### config.mk
export PLATFORM = sky130hd
export DESIGN_NAME = jt12_bus_writer
export DESIGN_NICKNAME = d
export VERILOG_FILES = /design/src/rtl/jt12_writer_pkg.sv /design/src/rtl/jt12_writer_fifo.sv /design/src/rtl/jt12_bus_writer.sv
export SDC_FILE = /design/constraint.sdc
export NUM_CORES = 1
export LEC_CHECK = 0
export ABC_AREA = 1
export ABC_CLOCK_PERIOD_IN_PS = 3200
export BUFFER_PORTS_ARGS = -buffer_cell sky130_fd_sc_hd__buf_2
export CORE_MARGIN = 8
export CORE_UTILIZATION = 60
export CTS_CLUSTER_DIAMETER = 60
export DETAILED_ROUTE_END_ITERATION = 8
export MAX_ROUTING_LAYER = met4
export PLACE_DENSITY = 0.79
export SLEW_MARGIN = 10
export SYNTH_ARGS = -nofsm -noshare
export SYNTH_HDL_FRONTEND = slang
export SYNTH_SLANG_ARGS = --single-unit
### constraint.sdc
create_clock -name clk -period 3.2 [get_ports clk]
set_clock_uncertainty 0.15 [all_clocks]
set_input_delay 0.32 -clock clk [delete_from_list [all_inputs] [get_ports clk]]
set_output_delay 0.32 -clock clk [all_outputs]
set_load 0.02 [all_outputs]
### src/rtl/jt12_writer_pkg.sv
// Shared types for the JT12 register-bus writer: FSM states, queued command, address select bits.
package jt12_writer_pkg;

  typedef enum logic [2:0] {IDLE, POLL_A, WR_A, GAP_A, POLL_D, WR_D, GAP_D} state_t;

  typedef struct packed {
    logic       part;
    logic [7:0] regnum;
    logic [7:0] data;
  } cmd_t;

  localparam logic ADDR_SEL = 1'b0;
  localparam logic DATA_SEL = 1'b1;

  function automatic int max_of(input int a, input int b);
    return (a > b) ? a : b;
  endfunction

endpackage

### src/rtl/jt12_writer_fifo.sv
// Synchronous command FIFO; simultaneous push and pop keep the level unchanged.
module jt12_writer_fifo #(
  parameter int FIFO_DEPTH = 8,
  parameter int WIDTH      = 17
) (
  input  logic                        clk,
  input  logic                        rst,
  input  logic                        push,
  input  logic                        pop,
  input  logic [WIDTH-1:0]            din,
  output logic [WIDTH-1:0]            dout,
  output logic                        full,
  output logic                        empty,
  output logic [$clog2(FIFO_DEPTH):0] level
);
  localparam int AW = $clog2(FIFO_DEPTH);
  localparam int LW = AW + 1;

  logic [WIDTH-1:0] mem [FIFO_DEPTH];
  logic [AW-1:0]    wp, rp;
  logic             do_push, do_pop;

  assign full    = (level == LW'(FIFO_DEPTH));
  assign empty   = (level == '0);
  assign do_push = push && !full;
  assign do_pop  = pop && !empty;
  assign dout    = mem[rp];

  always_ff @(posedge clk)
    if (do_push) mem[wp] <= din;

  always_ff @(posedge clk) begin
    if (rst) begin
      wp    <= '0;
      rp    <= '0;
      level <= '0;
    end else begin
      if (do_push) wp <= wp + AW'(1);
      if (do_pop)  rp <= rp + AW'(1);
      level <= level + LW'(do_push) - LW'(do_pop);
    end
  end

endmodule

### src/rtl/jt12_bus_writer.sv
// CPU-side writer for the JT12 register bus: queued (part, reg, data) writes become strobes.
// JT12_WRITER_POLL_EN enables status-busy polling; otherwise a fixed wait replaces the poll.
module jt12_bus_writer
  import jt12_writer_pkg::*;
#(
  parameter int FIFO_DEPTH    = 8,
  parameter int WR_CYCLES     = 2,
  parameter int GAP_CYCLES    = 2,
  parameter int SETTLE_CYCLES = 1,
  parameter int TIMEOUT       = 1023,
  parameter int FIXED_WAIT    = 32
) (
  input  logic                        clk,
  input  logic                        rst,
  input  logic                        cmd_valid,
  output logic                        cmd_ready,
  input  logic                        cmd_part,
  input  logic [7:0]                  cmd_reg,
  input  logic [7:0]                  cmd_data,
  output logic [$clog2(FIFO_DEPTH):0] fifo_level,
  output logic                        idle,
  output logic                        timeout_err,
  input  logic                        err_clr,
  output logic [1:0]                  bus_addr,
  output logic [7:0]                  bus_din,
  output logic                        bus_cs_n,
  output logic                        bus_wr_n,
  input  logic [7:0]                  bus_dout
);
  localparam int CMAX = max_of(max_of(max_of(WR_CYCLES, GAP_CYCLES),
                                      max_of(SETTLE_CYCLES, TIMEOUT)), FIXED_WAIT);
  localparam int CW   = $clog2(CMAX + 1);

  cmd_t          in_cmd, head, hold;
  state_t        state;
  logic [CW-1:0] cnt;
  logic          full, empty, pop, poll_done, to_data;

  assign in_cmd    = '{part: cmd_part, regnum: cmd_reg, data: cmd_data};
  assign cmd_ready = !full;
  assign pop       = (state == IDLE) && !empty;
  assign idle      = empty && (state == IDLE);
  assign to_data   = (state == POLL_D);

  jt12_writer_fifo #(.FIFO_DEPTH(FIFO_DEPTH), .WIDTH($bits(cmd_t))) u_fifo (
    .clk   (clk),
    .rst   (rst),
    .push  (cmd_valid),
    .pop   (pop),
    .din   (in_cmd),
    .dout  (head),
    .full  (full),
    .empty (empty),
    .level (fifo_level)
  );

`ifdef JT12_WRITER_POLL_EN
  logic [CW-1:0] tcnt;
  logic          busy, settled, timeout_hit, unused_poll;
  assign busy        = bus_dout[7];
  assign settled     = (int'(cnt) + 1) >= SETTLE_CYCLES;
  assign timeout_hit = settled && busy && (tcnt == CW'(TIMEOUT - 1));
  assign poll_done   = settled && (!busy || timeout_hit);
  assign unused_poll = ^bus_dout[6:0];
`else
  logic unused_poll;
  assign poll_done   = (cnt == CW'(FIXED_WAIT - 1));
  assign timeout_err = 1'b0;
  assign unused_poll = ^{bus_dout, err_clr};
`endif

  always_ff @(posedge clk) begin
    if (rst) begin
      state    <= IDLE;
      cnt      <= '0;
      hold     <= '0;
      bus_cs_n <= 1'b1;
      bus_wr_n <= 1'b1;
      bus_addr <= '0;
      bus_din  <= '0;
`ifdef JT12_WRITER_POLL_EN
      tcnt        <= '0;
      timeout_err <= 1'b0;
`endif
    end else begin
`ifdef JT12_WRITER_POLL_EN
      // a timeout in the same cycle overrides the clear below
      if (err_clr) timeout_err <= 1'b0;
`endif
      case (state)
        IDLE: if (!empty) begin
          hold  <= head;
          cnt   <= '0;
          state <= POLL_A;
`ifdef JT12_WRITER_POLL_EN
          tcnt     <= '0;
          bus_cs_n <= 1'b0;
          bus_addr <= {head.part, ADDR_SEL};
`endif
        end
        POLL_A, POLL_D: begin
          if (poll_done) begin
            // cs_n high for one cycle with addr/din already set before the strobe
            bus_cs_n <= 1'b1;
            cnt      <= '0;
            bus_addr <= {hold.part, to_data ? DATA_SEL : ADDR_SEL};
            bus_din  <= to_data ? hold.data : hold.regnum;
            state    <= to_data ? WR_D : WR_A;
`ifdef JT12_WRITER_POLL_EN
            if (timeout_hit) timeout_err <= 1'b1;
`endif
          end
`ifdef JT12_WRITER_POLL_EN
          else if (!settled) cnt <= cnt + CW'(1);
          else if (tcnt != '1) tcnt <= tcnt + CW'(1);
`else
          else cnt <= cnt + CW'(1);
`endif
        end
        WR_A, WR_D: begin
          if (bus_cs_n) begin
            bus_cs_n <= 1'b0;
            bus_wr_n <= 1'b0;
            cnt      <= '0;
          end else if (cnt == CW'(WR_CYCLES - 1)) begin
            bus_cs_n <= 1'b1;
            bus_wr_n <= 1'b1;
            cnt      <= '0;
            state    <= (state == WR_A) ? GAP_A : GAP_D;
          end else begin
            cnt <= cnt + CW'(1);
          end
        end
        GAP_A, GAP_D: begin
          if (cnt == CW'(GAP_CYCLES - 1)) begin
            cnt <= '0;
            if (state == GAP_A) begin
              state <= POLL_D;
`ifdef JT12_WRITER_POLL_EN
              tcnt     <= '0;
              bus_cs_n <= 1'b0;
              bus_addr <= {hold.part, ADDR_SEL};
`endif
            end else begin
              state <= IDLE;
            end
          end else begin
            cnt <= cnt + CW'(1);
          end
        end
        default: state <= IDLE;
      endcase
    end
  end

endmodule

==> impl_metrics.py, run 1 <==
metrics = {
    "clock_tree": {
        "clock-root-buffer": "clkbuf_16",
        "clock_latency_ns": 0.45,
        "clockBufferDepth": 2,
        "cts.repair.resized": 0,
        "cts_buffers": 17,
        "cts.sinks": 188,
        "cts.clk_slew.worst_paths_ns": 0.07,
        "htree_levels": 4,
        "cts_tree": "built",
    },
    "drt": {
        "met3_length_um": 1200,
        "drtIter0Drc": 599,
        "drc": 0,
        "vias_per_cell": 5.76,
        "wl_per_cell_um": 16.8,
        "num_vias": 5599,
        "highest_layer": "met4",
        "first_pass_iters": 7,
        "drt-met1-wl_um": 6760,
        "routed_wl_um": 16300,
        "wl_met2_um": 7990,
        "ant_nets": 0,
    },
    "timing": {
        "worstMarginPinSlew_ns": 0.778,
        "rsz0062_at_grt": "false",
        "slew_headroom_pct": 48.1,
        "fin_crit_ns": 2.40,
        "hold_viol": 0,
        "period_share_pct": 75.0,
        "drv_slew": 0,
        "fin_worst_hold_slack_ns": 0.0771,
        "max_freq_mhz": 417,
        "setup_viol": 0,
        "final.setup.tns_ns": 0,
    },
    "layout": {
        "diodes": 0,
        "syn_to_final_growth_pct": 13.9,
        "mostFrequentLayoutCells": "nor2_1, edfxtp_1, nand2_1, o21ai_0, dfxtp_1",
        "layout_commonest_cell": "nor2_1",
        "fin_nets": 827,
        "drive_above_1_share_pct": 13.6,
        "seqCellArea_um2": 5130,
        "fillers": 904,
        "multiInputGateArea_um2": 2320,
    },
    "synthesis": {
        "synth_xor_xnor_area_share_pct": 0.336,
        "ys_async_sr_fraction_pct": 0,
        "synth.avg_cell_area_um2": 10.6,
        "synth-compound-area-share_pct": 12.3,
        "yosysWarnings": 0,
        "ys_seq_area_share_pct": 65.5,
        "ys.flop_type": "edfxtp_1",
        "synthesis.area_um2": 7830,
        "synth_cell_types": 38,
        "synth-simple-area-share_pct": 15.1,
        "synth_nets": 776,
        "synth_edf_count": 136,
        "synth_cells": 736,
        "synthMuxAreaShare_pct": 0,
        "synth_top_family_by_area": "simple AND/OR/NAND/NOR gates",
        "synth-adder-area-share_pct": 1.85,
        "yosys_register_bits": 188,
    },
    "power_and_ir_drop": {
        "p_leak_nw": 3.22,
        "p_per_area_nw_per_um2": 815,
        "peakVddDrop_mv": 0.660,
        "power_mw": 7.26,
    },
    "die": {
        "rows": 41,
        "die_w_um": 130,
        "die_h_um": 130,
        "core_um2": 12700,
        "ios": 48,
        "initial_core_util_pct": 61.8,
        "dieArea_um2": 17000,
    },
    "global_routing": {
        "grt_pass1_wl_um": 25900,
        "grt_use_total_pct": 21.0,
        "grt_remaining_overflow": 0,
        "grt_max_degree": 70,
        "antenna_found_initial": 0,
        "first_global_vias": 5436,
    },
    "setup_path": {
        "cp_slowest_stage_delay_ns": 0.38,
        "startpoint_type": "register",
        "path_buf_inv": 4,
        "crit_fanout": 3,
        "critPathArrivalTime_ns": 2.57,
        "cp.required_ns": 3.36,
        "critPathTopFamily": "adder cells",
        "path_class": "reg -> reg",
        "worstPathCellList": "inv_1 -> ha_1 -> nand3_1 -> nand2_1 -> clkinv_1 -> ha_1 -> inv_1 -> ha_1 -> inv_1 -> fa_1 -> xor2_1 -> nor2_1",
        "end_kind": "register",
        "crit_slowest_cell": "fa_1",
    },
    "placed_design": {
        "gp_congestion": 0.823,
        "io_buffers": 37,
        "dpl.hpwl_um": 9840,
    },
    "outcome": {
        "status": "complete, no violations",
    },
    "min_path": {
        "hold_class": "in -> reg",
    },
    "run": {
        "maxCapViolCount": 0,
    },
}
## area by class of cell
cell class                      count  area share, %
Timing Repair Buffer               70           5.33
Clock inverter                     15           2.05
Sequential cell                   188           57.5
Multi-Input combinational cell    466           26.0
Tap cell                          172           2.41
Inverter                           44           1.88
Clock buffer                       17           4.77
## path summary, 6_finish.rpt
path	cells past startpoint	slack, ns	endpoint	start
worst max-delay path	12	0.80	u_fifo.level[2]	u_fifo.level[2]
worst min-delay path	4	0.08	u_fifo.wp[0]	cmd_valid
worst max register to register	12	0.80	u_fifo.level[2]	u_fifo.level[2]
worst min register to register	2	0.32	bus_addr[0]	bus_addr[0]
## report_power, final
group / switching (mW) / total [mW] / internal [mW] / leakage, nW
Clock: 0.910 / 2.15 / 1.24 / 0.296
Combinational: 1.37 / 2.04 / 0.665 / 1.26
Sequential: 0.185 / 3.08 / 2.89 / 1.66
Total: 2.47 / 7.26 / 4.80 / 3.22
## synthesized netlist by cell type (2+ instances only)
| cell type | n | area (um^2) |
|---|---|---|
| xor2_1 | 3 | 26.3 |
| o211ai_1 | 37 | 278 |
| nand2_1 | 91 | 342 |
| a31oi_1 | 8 | 50.1 |
| nand3_1 | 28 | 140 |
| inv_1 | 38 | 143 |
| buf_2 | 5 | 25.0 |
| buf_4 | 5 | 37.5 |
| nor2_1 | 144 | 541 |
| o21ai_1 | 17 | 85.1 |
| dfxtp_1 | 52 | 1040 |
| edfxtp_1 | 136 | 4080 |
| clkinv_1 | 2 | 7.51 |
| o21ai_2 | 2 | 17.5 |
| nor2_2 | 2 | 12.5 |
| inv_2 | 3 | 11.3 |
| buf_6 | 6 | 67.6 |
| clkbuf_1 | 20 | 75.1 |
| o21ai_0 | 70 | 350 |
| a21oi_1 | 29 | 145 |
| nand4_1 | 4 | 25.0 |
| nand2_2 | 6 | 37.5 |
| nor2_4 | 2 | 22.5 |
| ha_1 | 10 | 125 |
| nand3_2 | 3 | 30.0 |
## metal layers
layer | vias up | global-route usage [%]
li1 | 2656 | -
met1 | 2701 | 23.7
met2 | 210 | 34.2
met3 | 32 | 5.51
met4 | 0 | 10.2
met5 | - | -
## flip-flops by register name, indices dropped and copies added, names as in the netlist
signal / flops
u_fifo.level: 4
state: 3
u_fifo.rp: 3
hold: 17
u_fifo.mem: 136
u_fifo.wp: 3
bus_addr: 2
bus_wr_n: 1
bus_din: 8
cnt: 10
bus_cs_n: 1
## what timing repair did
action / CTS / global route
setup endpoints to repair: 0 / 0
setup buffers: 0 / 0
endpoints found under the hold margin: 136 / 0
hold buffers: 17 / 0
## metrics by stage
stage	area, um^2	util [%]	instances	setup slack [ns]
floorplan	7830	-	736	0.626
global placement	8140	64.2	923	0.875
detailed placement	8140	64.2	923	0.787
CTS	8920	70.4	972	0.773
global route	8920	70.4	972	0.590
finish	8920	70.4	972	0.800
## cell families after synthesis
logic type | count (synthesis)
compound gates | 167
xor+xnor | 3
fa+ha+maj | 11
buf+inv | 82
flops | 188
other cells | 1
simple gates | 284
## worst min-delay path, stage by stage
cell and delay (ns):
buf_2 0.07, nand2_1 0.10, nand2_1 0.08, a21oi_1 0.05
Note: power is estimated with default switching activity, not from simulation.
==> run 2: changes to the inputs <==
--- a/config.mk
+++ b/config.mk
@@ -6,14 +6,14 @@
 export NUM_CORES = 1
 export LEC_CHECK = 0
 export ABC_AREA = 1
-export ABC_CLOCK_PERIOD_IN_PS = 3200
+export ABC_CLOCK_PERIOD_IN_PS = 2000
 export BUFFER_PORTS_ARGS = -buffer_cell sky130_fd_sc_hd__buf_2
 export CORE_MARGIN = 8
-export CORE_UTILIZATION = 60
+export CORE_UTILIZATION = 54
 export CTS_CLUSTER_DIAMETER = 60
 export DETAILED_ROUTE_END_ITERATION = 8
 export MAX_ROUTING_LAYER = met4
-export PLACE_DENSITY = 0.79
+export PLACE_DENSITY = 0.75
 export SLEW_MARGIN = 10
 export SYNTH_ARGS = -nofsm -noshare
 export SYNTH_HDL_FRONTEND = slang
==> constraint.sdc (replaced) <==
create_clock -name clk -period 2 [get_ports clk]
set_clock_uncertainty 0.15 [all_clocks]
set_input_delay 0.2 -clock clk [delete_from_list [all_inputs] [get_ports clk]]
set_output_delay 0.2 -clock clk [all_outputs]
set_load 0.02 [all_outputs]
==> run 2 against run 1 <==
Global-route usage is 1.7 points lower. Fmax grew 21%. Critical path depth decreased by 1. Worst hold slack got worse by 0.034 ns. First-iteration DRC count decreased by 22%. Flip-flop and latch count unchanged. Largest power group unchanged.
==> impl_metrics.py, run 2 (same netlist as run 1, synthesis figures left out) <==
metrics = {
    "die": {
        "initial_core_util_pct": 54.5,
        "core_um2": 14400,
        "rows": 44,
        "die_h_um": 136,
        "ios": 48,
        "die_w_um": 136,
        "dieArea_um2": 18600,
    },
    "setup_path": {
        "cp.required_ns": 2.16,
        "startpoint_type": "register",
        "crit_fanout": 3,
        "critPathArrivalTime_ns": 2.16,
        "path_class": "reg -> reg",
        "end_kind": "register",
    },
    "global_routing": {
        "antenna_found_initial": 0,
        "grt_use_total_pct": 19.2,
        "grt_max_degree": 71,
        "first_global_vias": 5347,
        "grt_pass1_wl_um": 26600,
        "grt_remaining_overflow": 0,
    },
    "placed_design": {
        "dpl.hpwl_um": 10000,
        "gp_congestion": 0.887,
        "io_buffers": 37,
    },
    "outcome": {
        "status": "complete, no violations",
    },
    "power_and_ir_drop": {
        "p_per_area_nw_per_um2": 1270,
        "p_leak_nw": 3.33,
        "peakVddDrop_mv": 0.903,
        "power_mw": 11.8,
    },
    "clock_tree": {
        "clock_latency_ns": 0.43,
        "cts.sinks": 188,
        "htree_levels": 4,
        "cts_buffers": 17,
        "clock-root-buffer": "clkbuf_16",
        "cts.clk_slew.worst_paths_ns": 0.07,
        "clockBufferDepth": 2,
        "cts_tree": "built",
    },
    "layout": {
        "reg_top3": "u_fifo.mem x136, hold x17, cnt x10",
        "mostFrequentLayoutCells": "nor2_1, edfxtp_1, nand2_1, o21ai_0, dfxtp_1",
        "largest_reg_flops": 136,
        "fin_nets": 842,
        "drive_above_1_share_pct": 18.5,
        "diodes": 0,
        "syn_to_final_growth_pct": 18.7,
        "top_register": "u_fifo.mem",
    },
    "drt": {
        "vias_per_cell": 5.59,
        "num_vias": 5583,
        "first_pass_iters": 5,
        "ant_nets": 0,
        "drc": 0,
        "drtIter0Drc": 466,
        "routed_wl_um": 16600,
        "wl_per_cell_um": 16.6,
    },
    "timing": {
        "rsz0062_at_grt": "true",
        "fin_crit_ns": 1.99,
        "final.setup.tns_ns": 0,
        "max_freq_mhz": 502,
        "hold_viol": 0,
        "drv_slew": 0,
        "setup_viol": 0,
        "period_share_pct": 99.6,
    },
    "run": {
        "maxCapViolCount": 0,
    },
    "min_path": {
        "hold_class": "in -> reg",
    },
}
run 2: final cells by class:
type                       count  area [um^2]
timing repair buffer          85          738
sequential                   188         5140
fill                        1057         5070
tap                          184          230
inverter                      44          178
clock buffer                  17          425
multi-input combinational    466         2450
clock inverter                15          138
run 2: worst paths after layout:
kind / endpoint / start / slack [ns] / cells past startpoint
hold reg to reg: u_fifo.rp[2] / u_fifo.rp[2] / 0.31 / 2
setup reg to reg: u_fifo.level[1] / u_fifo.level[2] / 0.008 / 11
setup / recovery: u_fifo.level[1] / u_fifo.level[2] / 0.008 / 11
hold / removal: bus_wr_n / rst / 0.04 / 3
run 2: timing repair:
item / in CTS / in global routing
buffers inserted: 0 / 3
gates resized for setup: 2 / 2
hold buffers: 17 / 0
pin swaps: 0 / 4
setup endpoints to repair: 2 / 80
endpoints found under the hold margin: 136 / 0
cloned: 0 / 0
run 2: stage by stage:
stage	std cells	utilization [%]	setup WS (ns)	cell area, um^2	hold WS, ns
floorplan	736	-	-0.126	7970	0.149
global placement	947	59.3	0.0238	8520	0.291
detailed placement	947	59.3	0.00173	8520	0.304
CTS	996	64.4	0.00984	9260	0.0130
global route	999	64.7	-0.0605	9300	0.0854
finish	999	64.7	0.00843	9300	0.0435
run 2: metal layers:
layer | share of wire (%) | global-route usage (%) | vias to the layer above
li1 | - | - | 2688
met4 | 1.4 | 7.08 | 0
met1 | 41 | 22.3 | 2671
met5 | 0 | - | -
met2 | 50 | 31.3 | 200
met3 | 7.4 | 5.47 | 24
run 2: worst max-delay path: stages (launching register included):
cell and delay [ns]:
dfxtp_4 0.35, inv_4 0.07, ha_4 0.14, nand3_4 0.07, nand2_4 0.09, clkinv_4 0.06, ha_4 0.20, inv_2 0.06
ha_4 0.12, inv_2 0.03, fa_2 0.50, nor2_1 0.03
run 2: power by group:
part	switching (mW)	internal [mW]	total, mW
combinational	2.41	1.34	3.75
clock	1.46	1.74	3.20
sequential	0.219	4.64	4.86
==> run 3: changes to the inputs <==
--- a/config.mk
+++ b/config.mk
@@ -12,8 +12,10 @@
 export CORE_UTILIZATION = 54
 export CTS_CLUSTER_DIAMETER = 60
 export DETAILED_ROUTE_END_ITERATION = 8
+export GPL_TIMING_DRIVEN = 0
 export MAX_ROUTING_LAYER = met4
 export PLACE_DENSITY = 0.75
+export RECOVER_POWER = 25
 export SLEW_MARGIN = 10
 export SYNTH_ARGS = -nofsm -noshare
 export SYNTH_HDL_FRONTEND = slang
==> run 3 against run 2 <==
First-iteration DRC count increased by 32%. Critical path depth unchanged. Routed wire length increased by 19%. Global-route usage increased by 3.2 points. Final cell count increased by 3.3%. Worst hold slack improved by 0.0043 ns. Sequential power increased by 1%. Clock power about the same. Highest routed layer unchanged. Via count increased by 5.9%. Sequential share of layout area decreased by 0.86 points. Critical endpoint unchanged. The flow now finishes with violations (negative setup slack). Total power increased by 4.6%.
==> impl_metrics.py, run 3 (same netlist as run 1, synthesis figures left out) <==
metrics = {
    "outcome": {
        "status": "finished, violations left",
        "violations": "negative setup slack",
    },
    "layout": {
        "reg_top3": "u_fifo.mem x136, hold x17, cnt x10",
        "fillers": 1016,
        "mostFrequentLayoutCells": "edfxtp_1, nor2_1, nand2_1, o21ai_0, dfxtp_1",
        "top_register": "u_fifo.mem",
        "seqCellArea_um2": 5140,
        "fin_nets": 875,
        "multiInputGateArea_um2": 2470,
        "finish.utilization_pct": 65.7,
        "diodes": 0,
        "stdcell_count": 1032,
        "drive_above_1_share_pct": 19.8,
        "largest_reg_flops": 136,
        "syn_to_final_growth_pct": 20.6,
        "layout_commonest_cell": "edfxtp_1",
    },
    "timing": {
        "fin_crit_ns": 2.07,
        "drv_slew": 0,
        "worstMarginPinSlew_ns": 0.664,
        "slew_headroom_pct": 55.7,
        "period_share_pct": 104,
        "rsz0062_at_grt": "true",
        "finalWorstSetupSlack_ns": -0.0722,
        "setup_viol": 2,
        "hold_viol": 0,
        "max_freq_mhz": 483,
    },
    "setup_path": {
        "crit_fanout": 3,
        "cp.required_ns": 2.15,
        "path_class": "reg -> reg",
        "critPathArrivalTime_ns": 2.23,
        "end_kind": "register",
        "startpoint_type": "register",
    },
    "die": {
        "die_h_um": 136,
        "rows": 44,
        "dieArea_um2": 18600,
        "ios": 48,
        "die_w_um": 136,
        "initial_core_util_pct": 54.5,
        "core_um2": 14400,
    },
    "global_routing": {
        "grt_remaining_overflow": 0,
        "grt_max_degree": 18,
        "antenna_found_initial": 0,
        "grt_pass1_wl_um": 30400,
        "grt_use_total_pct": 22.4,
        "first_global_vias": 5837,
    },
    "run": {
        "maxCapViolCount": 0,
    },
    "clock_tree": {
        "cts_tree": "built",
        "clock_latency_ns": 0.44,
        "htree_levels": 4,
        "clockBufferDepth": 2,
        "cts.clk_slew.worst_paths_ns": 0.07,
        "clock-root-buffer": "clkbuf_16",
        "cts.sinks": 188,
        "cts_buffers": 17,
    },
    "drt": {
        "ant_nets": 0,
        "drtIter0Drc": 617,
        "routed_wl_um": 19700,
        "wl_per_cell_um": 19.1,
        "first_pass_iters": 5,
        "drc": 0,
        "vias_per_cell": 5.73,
        "num_vias": 5911,
    },
    "power_and_ir_drop": {
        "p_leak_nw": 3.39,
        "p_per_area_nw_per_um2": 1310,
        "power_mw": 12.3,
        "peakVddDrop_mv": 0.819,
    },
    "placed_design": {
        "gp_congestion": 0.911,
        "io_buffers": 37,
        "dp_cells": 957,
        "dpl.hpwl_um": 12300,
    },
    "min_path": {
        "hold_class": "in -> reg",
    },
}
-- run 3: worst paths after layout --
check	cells past startpoint	startpoint	slack (ns)	to
min	5	rst	0.05	cnt[0]
min reg2reg	2	hold[1]	0.32	hold[1]
max	11	u_fifo.level[3]	-0.07	u_fifo.level[1]
max reg2reg	11	u_fifo.level[3]	-0.07	u_fifo.level[1]
-- run 3: timing repair --
| action | in CTS | in global routing |
|---|---|---|
| hold buffers | 18 | 0 |
| hold endpoints to repair | 138 | 0 |
| pin swaps | 12 | 3 |
| endpoints found under the setup margin | 140 | 151 |
| gates resized for setup | 6 | 32 |
| gates cloned | 0 | 0 |
| buffers inserted | 20 | 6 |
-- run 3: area by class of cell --
cell class | instances | area share [%]
buffer | 37 | 2.34
clock buffer | 18 | 4.54
clock inverter | 14 | 1.40
inverter | 44 | 1.89
multi-input combinational | 466 | 26.1
sequential | 188 | 54.4
tap | 184 | 2.44
timing repair buffer | 81 | 6.84
-- run 3: per-stage QoR --
step	hold slack (ns)	setup WS, ns	setup TNS, ns	instance area (um^2)
after CTS	0.0222	-0.166	-0.304	9390
final	0.0478	-0.0722	-0.124	9440
after floorplan	0.149	-0.126	-0.572	7970
after global placement	0.300	-0.255	-21.35	8380
after global routing	0.0577	-0.130	-0.251	9440
after detailed placement	0.310	-0.299	-27.15	8380
-- run 3: critical path: stages, from the launching register on --
cell and delay (ns):
dfxtp_4 0.35, inv_2 0.06, ha_4 0.14, nand3_4 0.08, nand2_4 0.09, clkinv_4 0.07
ha_4 0.21, inv_2 0.06, ha_4 0.13, inv_2 0.04, fa_2 0.53, nor2_2 0.03
-- run 3: routing by layer --
metal	GRT usage [%]	up-vias	wire length, um
met1	26.5	2827	7840
met4	10.1	0	618
met2	36.6	274	9760
li1	-	2758	-
met5	-	-	0
met3	4.47	52	1510
-- run 3: power breakdown --
group          internal (mW)  switching, mW  leakage, nW
Combinational           1.50           2.71         1.46
Clock                   1.74           1.49        0.264
Sequential              4.64          0.274         1.66
